**src/rtl/dcache_pkg.sv**
```systemverilog
// Shared cache geometry and FSM encodings for the L1 cache controllers.
// Latency: n/a (constants only).
// Backpressure: n/a.
// Holds the default address/word/line geometry, the ignored byte-in-word bit
// count, and the miss-handling FSM state encodings used by the d/i controllers.
package dcache_pkg;

  localparam int DC_ADDR_WIDTH = 20;
  localparam int DC_DATA_WIDTH = 32;
  localparam int DC_NLINES     = 4;
  localparam int DC_LINE_WIDTH = 128;

  // Byte-in-word address bits; always ignored by the caches.
  localparam int BYTE_OFF_W = 2;

  // Default address split: offset [3:2], index [5:4], tag [ADDR_WIDTH-1:6].
  localparam int DC_OFF_LSB = BYTE_OFF_W;
  localparam int DC_IDX_LSB = 4;
  localparam int DC_TAG_LSB = 6;

  localparam logic [1:0] ST_IDLE = 2'd0;
  localparam logic [1:0] ST_WB   = 2'd1;
  localparam logic [1:0] ST_FILL = 2'd2;

endpackage

```
**src/rtl/dcache_array.sv**
```systemverilog
// Per-line valid/dirty/tag/data storage for the direct-mapped data cache.
// Latency: combinational read; writes take effect at the next clk edge.
// Backpressure: none; the controller guarantees at most one write per cycle.
// Ports: rd_idx -> rd_valid/rd_dirty/rd_tag/rd_line; one write port that
// either stores one word (wr_word, sets dirty), installs a full line
// (install, valid=1 dirty=0, new tag) or clears dirty (clr_dirty).
module dcache_array
  import dcache_pkg::*;
#(
  parameter int NLINES     = DC_NLINES,
  parameter int LINE_WIDTH = DC_LINE_WIDTH,
  parameter int DATA_WIDTH = DC_DATA_WIDTH,
  parameter int TAG_W      = 14,
  parameter int IDX_W      = $clog2(NLINES),
  parameter int OFF_W      = $clog2(LINE_WIDTH / DATA_WIDTH)
) (
  input  logic                  clk,
  input  logic                  reset,
  input  logic [IDX_W-1:0]      rd_idx,
  output logic                  rd_valid,
  output logic                  rd_dirty,
  output logic [TAG_W-1:0]      rd_tag,
  output logic [LINE_WIDTH-1:0] rd_line,
  input  logic [IDX_W-1:0]      wr_idx,
  input  logic                  wr_word,
  input  logic [OFF_W-1:0]      wr_off,
  input  logic [DATA_WIDTH-1:0] wr_word_data,
  input  logic                  install,
  input  logic [TAG_W-1:0]      wr_tag,
  input  logic [LINE_WIDTH-1:0] wr_line,
  input  logic                  clr_dirty
);

  logic [NLINES-1:0]     valid;
  logic [NLINES-1:0]     dirty;
  logic [TAG_W-1:0]      tags  [NLINES];
  logic [LINE_WIDTH-1:0] lines [NLINES];

  assign rd_valid = valid[rd_idx];
  assign rd_dirty = dirty[rd_idx];
  assign rd_tag   = tags[rd_idx];
  assign rd_line  = lines[rd_idx];

  // Only the status bits need reset; tag/data are meaningless while invalid.
  always_ff @(posedge clk) begin
    if (reset) begin
      valid <= '0;
      dirty <= '0;
    end else if (install) begin
      valid[wr_idx] <= 1'b1;
      dirty[wr_idx] <= 1'b0;
    end else if (wr_word) begin
      dirty[wr_idx] <= 1'b1;
    end else if (clr_dirty) begin
      dirty[wr_idx] <= 1'b0;
    end
  end

  always_ff @(posedge clk) begin
    if (install) begin
      tags[wr_idx]  <= wr_tag;
      lines[wr_idx] <= wr_line;
    end else if (wr_word) begin
      lines[wr_idx][wr_off*DATA_WIDTH +: DATA_WIDTH] <= wr_word_data;
    end
  end

endmodule

```
**src/rtl/dcache_ctrl.sv**
```systemverilog
// Direct-mapped write-back data cache controller behind the store buffer.
// Latency: zero-cycle load hit; miss costs (WB cycles)+(FILL cycles)+1.
// Backpressure: stall on load miss / WB / FILL; sb_wr_ready low unless a drain hits with no load.
// Ports: rd_* load lookup (rd_hit also feeds the store buffer), sb_wr_* drain
// handshake, stall to the pipeline, mem_* single line-wide memory request
// held until the one-cycle mem_ready pulse.
module dcache_ctrl
  import dcache_pkg::*;
#(
  parameter int ADDR_WIDTH = DC_ADDR_WIDTH,
  parameter int DATA_WIDTH = DC_DATA_WIDTH,
  parameter int NLINES     = DC_NLINES,
  parameter int LINE_WIDTH = DC_LINE_WIDTH
) (
  input  logic                  clk,
  input  logic                  reset,
  input  logic                  rd_req,
  input  logic [ADDR_WIDTH-1:0] rd_addr,
  output logic [DATA_WIDTH-1:0] rd_data,
  output logic                  rd_hit,
  input  logic                  sb_wr_valid,
  input  logic [ADDR_WIDTH-1:0] sb_wr_addr,
  input  logic [DATA_WIDTH-1:0] sb_wr_data,
  output logic                  sb_wr_ready,
  output logic                  stall,
  output logic                  mem_req,
  output logic                  mem_we,
  output logic [ADDR_WIDTH-1:0] mem_addr,
  output logic [LINE_WIDTH-1:0] mem_wdata,
  input  logic                  mem_ready,
  input  logic [LINE_WIDTH-1:0] mem_rdata
);

  localparam int OFF_W   = $clog2(LINE_WIDTH / DATA_WIDTH);
  localparam int IDX_W   = $clog2(NLINES);
  localparam int OFF_LSB = BYTE_OFF_W;
  localparam int IDX_LSB = OFF_LSB + OFF_W;
  localparam int TAG_LSB = IDX_LSB + IDX_W;
  localparam int TAG_W   = ADDR_WIDTH - TAG_LSB;

  logic [1:0]            state;
  logic [ADDR_WIDTH-1:0] act_addr;
  logic [OFF_W-1:0]      act_off;
  logic [IDX_W-1:0]      act_idx;
  logic [TAG_W-1:0]      act_tag;
  logic                  line_valid;
  logic                  line_dirty;
  logic [TAG_W-1:0]      line_tag;
  logic [LINE_WIDTH-1:0] line_data;
  logic                  idle;
  logic                  line_hit;
  logic                  miss;
  logic [TAG_W-1:0]      miss_tag;
  logic [IDX_W-1:0]      miss_idx;
  logic                  clr_dirty;
  logic                  install;
  logic                  unused_byte_bits;

  // Loads win arbitration; a colliding drain simply retries next cycle.
  assign act_addr = rd_req ? rd_addr : sb_wr_addr;
  assign act_off  = act_addr[OFF_LSB +: OFF_W];
  assign act_idx  = act_addr[IDX_LSB +: IDX_W];
  assign act_tag  = act_addr[TAG_LSB +: TAG_W];
  assign unused_byte_bits = ^act_addr[OFF_LSB-1:0];

  assign idle     = (state == ST_IDLE) && !reset;
  assign line_hit = line_valid && (line_tag == act_tag);
  assign miss     = idle && (rd_req || sb_wr_valid) && !line_hit;

  assign rd_hit      = idle && rd_req && line_hit;
  assign rd_data     = rd_hit ? line_data[act_off*DATA_WIDTH +: DATA_WIDTH] : '0;
  assign sb_wr_ready = idle && sb_wr_valid && !rd_req && line_hit;
  // A drain-only miss does not stall the pipeline; only loads need the hold.
  assign stall       = !reset && ((state != ST_IDLE) || (rd_req && !line_hit));

  assign clr_dirty = !reset && (state == ST_WB) && mem_ready;
  assign install   = !reset && (state == ST_FILL) && mem_ready;

  dcache_array #(
    .NLINES     (NLINES),
    .LINE_WIDTH (LINE_WIDTH),
    .DATA_WIDTH (DATA_WIDTH),
    .TAG_W      (TAG_W),
    .IDX_W      (IDX_W),
    .OFF_W      (OFF_W)
  ) u_array (
    .clk          (clk),
    .reset        (reset),
    .rd_idx       (act_idx),
    .rd_valid     (line_valid),
    .rd_dirty     (line_dirty),
    .rd_tag       (line_tag),
    .rd_line      (line_data),
    .wr_idx       (sb_wr_ready ? act_idx : miss_idx),
    .wr_word      (sb_wr_ready),
    .wr_off       (act_off),
    .wr_word_data (sb_wr_data),
    .install      (install),
    .wr_tag       (miss_tag),
    .wr_line      (mem_rdata),
    .clr_dirty    (clr_dirty)
  );

  // mem_* are registered so they stay stable for the whole wait on mem_ready;
  // synchronous reset drops the transfer and any later mem_ready is ignored
  // because the FSM is back in IDLE.
  always_ff @(posedge clk) begin
    if (reset) begin
      state     <= ST_IDLE;
      mem_req   <= 1'b0;
      mem_we    <= 1'b0;
      mem_addr  <= '0;
      mem_wdata <= '0;
      miss_tag  <= '0;
      miss_idx  <= '0;
    end else begin
      case (state)
        ST_IDLE: begin
          if (miss) begin
            miss_tag <= act_tag;
            miss_idx <= act_idx;
            mem_req  <= 1'b1;
            if (line_valid && line_dirty) begin
              state     <= ST_WB;
              mem_we    <= 1'b1;
              mem_addr  <= {line_tag, act_idx, {IDX_LSB{1'b0}}};
              mem_wdata <= line_data;
            end else begin
              state    <= ST_FILL;
              mem_we   <= 1'b0;
              mem_addr <= {act_tag, act_idx, {IDX_LSB{1'b0}}};
            end
          end
        end
        ST_WB: begin
          if (mem_ready) begin
            state    <= ST_FILL;
            mem_we   <= 1'b0;
            mem_addr <= {miss_tag, miss_idx, {IDX_LSB{1'b0}}};
          end
        end
        ST_FILL: begin
          if (mem_ready) begin
            state   <= ST_IDLE;
            mem_req <= 1'b0;
          end
        end
        default: begin
          state   <= ST_IDLE;
          mem_req <= 1'b0;
        end
      endcase
    end
  end

endmodule

```
**config.mk**
```make
export PLATFORM = sky130hd
export DESIGN_NAME = dcache_ctrl
export DESIGN_NICKNAME = d
export VERILOG_FILES = /design/src/rtl/dcache_pkg.sv /design/src/rtl/dcache_array.sv /design/src/rtl/dcache_ctrl.sv
export SDC_FILE = /design/constraint.sdc
export NUM_CORES = 1
export LEC_CHECK = 0
export CAP_MARGIN = 20
export CORE_UTILIZATION = 35
export DETAILED_ROUTE_END_ITERATION = 8
export PLACE_DENSITY = 0.53
export SYNTH_ARGS = -nofsm -noshare
export SYNTH_HDL_FRONTEND = slang
export SYNTH_SLANG_ARGS = --single-unit
export TNS_END_PERCENT = 1
```
**constraint.sdc**
```tcl
create_clock -name clk -period 14.05 [get_ports clk]
set_input_delay 2.81 -clock clk [delete_from_list [all_inputs] [get_ports clk]]
set_output_delay 2.81 -clock clk [all_outputs]
set_load 0.02 [all_outputs]
```
==> impl_metrics.json <==
{
  "status": "finished clean",
  "period_needed_ns": 11.01,
  "grt.overflow.total": 0,
  "io_buffers": 381,
  "via_count": 25079,
  "cts_resized": 0,
  "seq_area_frac_synth": 0.6194,
  "final_cells": 4320,
  "antenna_found_initial": 14,
  "total_power_mw": 5.066,
  "fillCellCount": 8577,
  "finalSetupViolCount": 0,
  "nets": 3203,
  "initial_utilization": 0.3541,
  "cp_top_family": "simple AND/OR/NAND/NOR gates",
  "drtPass1Iterations": 5,
  "grt_util_all_layers": 0.2551,
  "cts_buffer_depth": 3,
  "synthCells": 2733,
  "cts_setup_buffers": 0,
  "p_leak_nw": 14.60,
  "drcViolationCount": 0,
  "max-slew-margin-rel": 0.2165,
  "setup_tns_ns": 0,
  "vias_per_cell": 5.805,
  "cp-end-kind": "primary output",
  "path_buf_inv": 2,
  "ff_latch_area_um2": 20500,
  "cts_sinks": 740,
  "post_synth_instance_area_um2": 33100,
  "p_per_area_nw_per_um2": 124.7,
  "crit_fanout": 51,
  "cap_violations": 0,
  "synth_top_area_frac": 0.5153,
  "cp.required_ns": 11.24,
  "ios": 390,
  "start_kind": "primary input",
  "die_y_um": 309.5,
  "drt-total-wl_mm": 125.1,
  "cp_data_arrival_time_ns": 8.20,
  "clockRootBuffer": "clkbuf_16",
  "hold_buffers": 0,
  "place.gp.congestion": 0.8424,
  "post-route-period-util": 0.7837,
  "layout-drive-gt1-share": 0.1257,
  "path_cells": "buf_2 -> mux2_4 -> mux2i_1 -> o21ai_1 -> or4_4 -> a222oi_1 -> and3_1 -> nand3_2 -> nor2b_1 -> clkdlybuf4s50_1",
  "htreeDepth": 3,
  "vdd_ir_drop_max_uv": 95.13,
  "finalHoldViolCount": 0,
  "slowest_delay_ns": 0.89,
  "place_inst": 4161,
  "synthDistinctLibCells": 63,
  "syn2layout_area_growth_pct": 22.77,
  "ys_top_cells_by_area": "edfxtp_1 52%, dfxtp_1 10%, nand2_1 6.4%",
  "fin_hold_ws_ns": 0.4651,
  "grt_pass1_wl_mm": 174.6,
  "synthTopCellsByCount": "568 x edfxtp_1, 563 x nand2_1, 183 x clkbuf_1",
  "routedWlPerCell_um": 28.96,
  "dp_hpwl_mm": 80.99,
  "grt_max_degree": 163,
  "clk_pin_slew_ns": 0.05,
  "synth_edf_count": 568,
  "synth_area_per_cell_um2": 12.11,
  "worst-setup-path-type": "primary input to primary output",
  "die_area_um2": 95800,
  "synth.most_common_cell": "edfxtp_1",
  "hp-class": "flop to flop",
  "cts_buffers": 83,
  "ys_seq_elements": 740,
  "slowest_stage": "mux2_4",
  "fin_ws_ns": 3.039,
  "rows": 112,
  "yosys.area.top_type": "edfxtp_1",
  "yosysWarnings": 0,
  "multi_input_comb_area_um2": 11560,
  "slew_violations": 0,
  "clk_latency_ns": 0.65,
  "core_area_um2": 93470,
  "synth-async-reset-ratio": 0,
  "rsz0062_at_grt": "false",
  "max_freq_mhz": 90.82,
  "worstMarginPinSlew_ns": 1.175,
  "pre_cts_ws_ns": 3.059,
  "cts_tree": "done",
  "yosys_most_used_dff": "edfxtp_1",
  "skew_ns": 0.02698,
  "drt.antenna.violating_nets": 0,
  "drt_iter0_markers": 2556,
  "grt_pass1_vias": 23944,
  "die_w_um": 309.5
}
==> path summary, 6_finish.rpt <==
check	from	end	slack, ns	cells past startpoint
worst min register to register	mem_addr[6]	mem_addr[6]	0.47	2
worst min-delay path	mem_addr[6]	mem_addr[6]	0.47	2
worst max-delay path	rd_req	rd_data[24]	3.04	10
worst max register to register	u_array.tags[1][3]	u_array.lines[3][15]	8.80	11
==> kinds of logic after synthesis <==
group / synth area share
AND/OR/NAND/NOR: 0.1770
XOR/XNOR: 0.002117
other: 0.0001133
multiplexers: 0.03977
adder cells (fa/ha/maj): 0.001890
buffers and inverters: 0.04053
flip-flops: 0.6194
AO/OA/AOI/OAI: 0.1192
==> area by class of cell <==
class	instances	area share
antenna	3	0.0001848
clock buffer	116	0.05770
clock inverter	39	0.007975
inverter	9	0.0008930
multi-input combinational	1724	0.2846
sequential	740	0.5045
tap	1254	0.03861
timing repair buffer	435	0.1056
==> power breakdown <==
| group | internal, mW | switching, mW |
|---|---|---|
| clock network | 1.24 | 0.885 |
| registers | 2.38 | 0.0113 |
| logic | 0.192 | 0.360 |
==> sequential cells by signal, indices dropped and copies added (netlist names), named ones only <==
name / count
mem_addr: 16
mem_req: 1
mem_wdata: 128
mem_we: 1
miss_idx: 2
miss_tag: 14
state: 2
u_array.lines: 512
u_array.tags: 56
u_array.valid: 4
==> cell usage in the layout, fill, tap and decap left out, types with 5 or more instances in the layout <==
| cell type | instances |
|---|---|
| clkbuf_16 | 86 |
| a21oi_4 | 17 |
| o21ai_0 | 33 |
| nor2_2 | 6 |
| a31oi_1 | 132 |
| nand2b_1 | 6 |
| dfxtp_1 | 172 |
| xnor2_1 | 6 |
| clkbuf_8 | 8 |
| mux2i_1 | 33 |
| nand2_1 | 563 |
| a21oi_1 | 29 |
| nand3_1 | 20 |
| a211oi_1 | 9 |
| nor3_1 | 8 |
| edfxtp_1 | 568 |
| a31o_2 | 116 |
| mux2_2 | 13 |
| a31o_1 | 15 |
| clkinv_2 | 18 |
| mux4_2 | 34 |
| nor2b_1 | 38 |
| nor4b_1 | 128 |
| and4_1 | 128 |
| and3_1 | 135 |
| a21o_1 | 128 |
| clkinv_1 | 10 |
| nor2_1 | 19 |
| clkbuf_1 | 22 |
| o21ai_1 | 5 |
| inv_1 | 7 |
| ha_1 | 5 |
| clkdlybuf4s50_1 | 380 |
| buf_4 | 48 |
| o211ai_1 | 18 |
| o2111ai_1 | 17 |
==> stage by stage <==
step           utilization  area, um2
4_1_cts             0.4344      40600
6_report            0.4347      40630
3_5_place_dp        0.4058      37930
5_1_grt             0.4347      40630
2_1_floorplan            -      33110
3_3_place_gp        0.4055      37900
==> metal layers <==
layer  up-vias  part of all wire  global-route usage
li1      10941                 -                   -
met1     12821              0.41              0.3352
met2      1149              0.48              0.4247
met3       162             0.087             0.05629
met4         6             0.026             0.06539
met5         -           0.00031                   0
==> worst reg2reg max path: stages, from the launching register on <==
cell      delay (ns)
edfxtp_1        0.35
nor2b_1         0.06
o32ai_1         0.29
a21oi_1         0.17
o21a_1          0.22
nor4_1          0.76
and4_4          0.84
buf_4           0.92
mux2i_1         0.20
buf_4           0.23
a21oi_4         0.33
buf_4           0.50
Note: power is estimated with default switching activity, not from simulation.
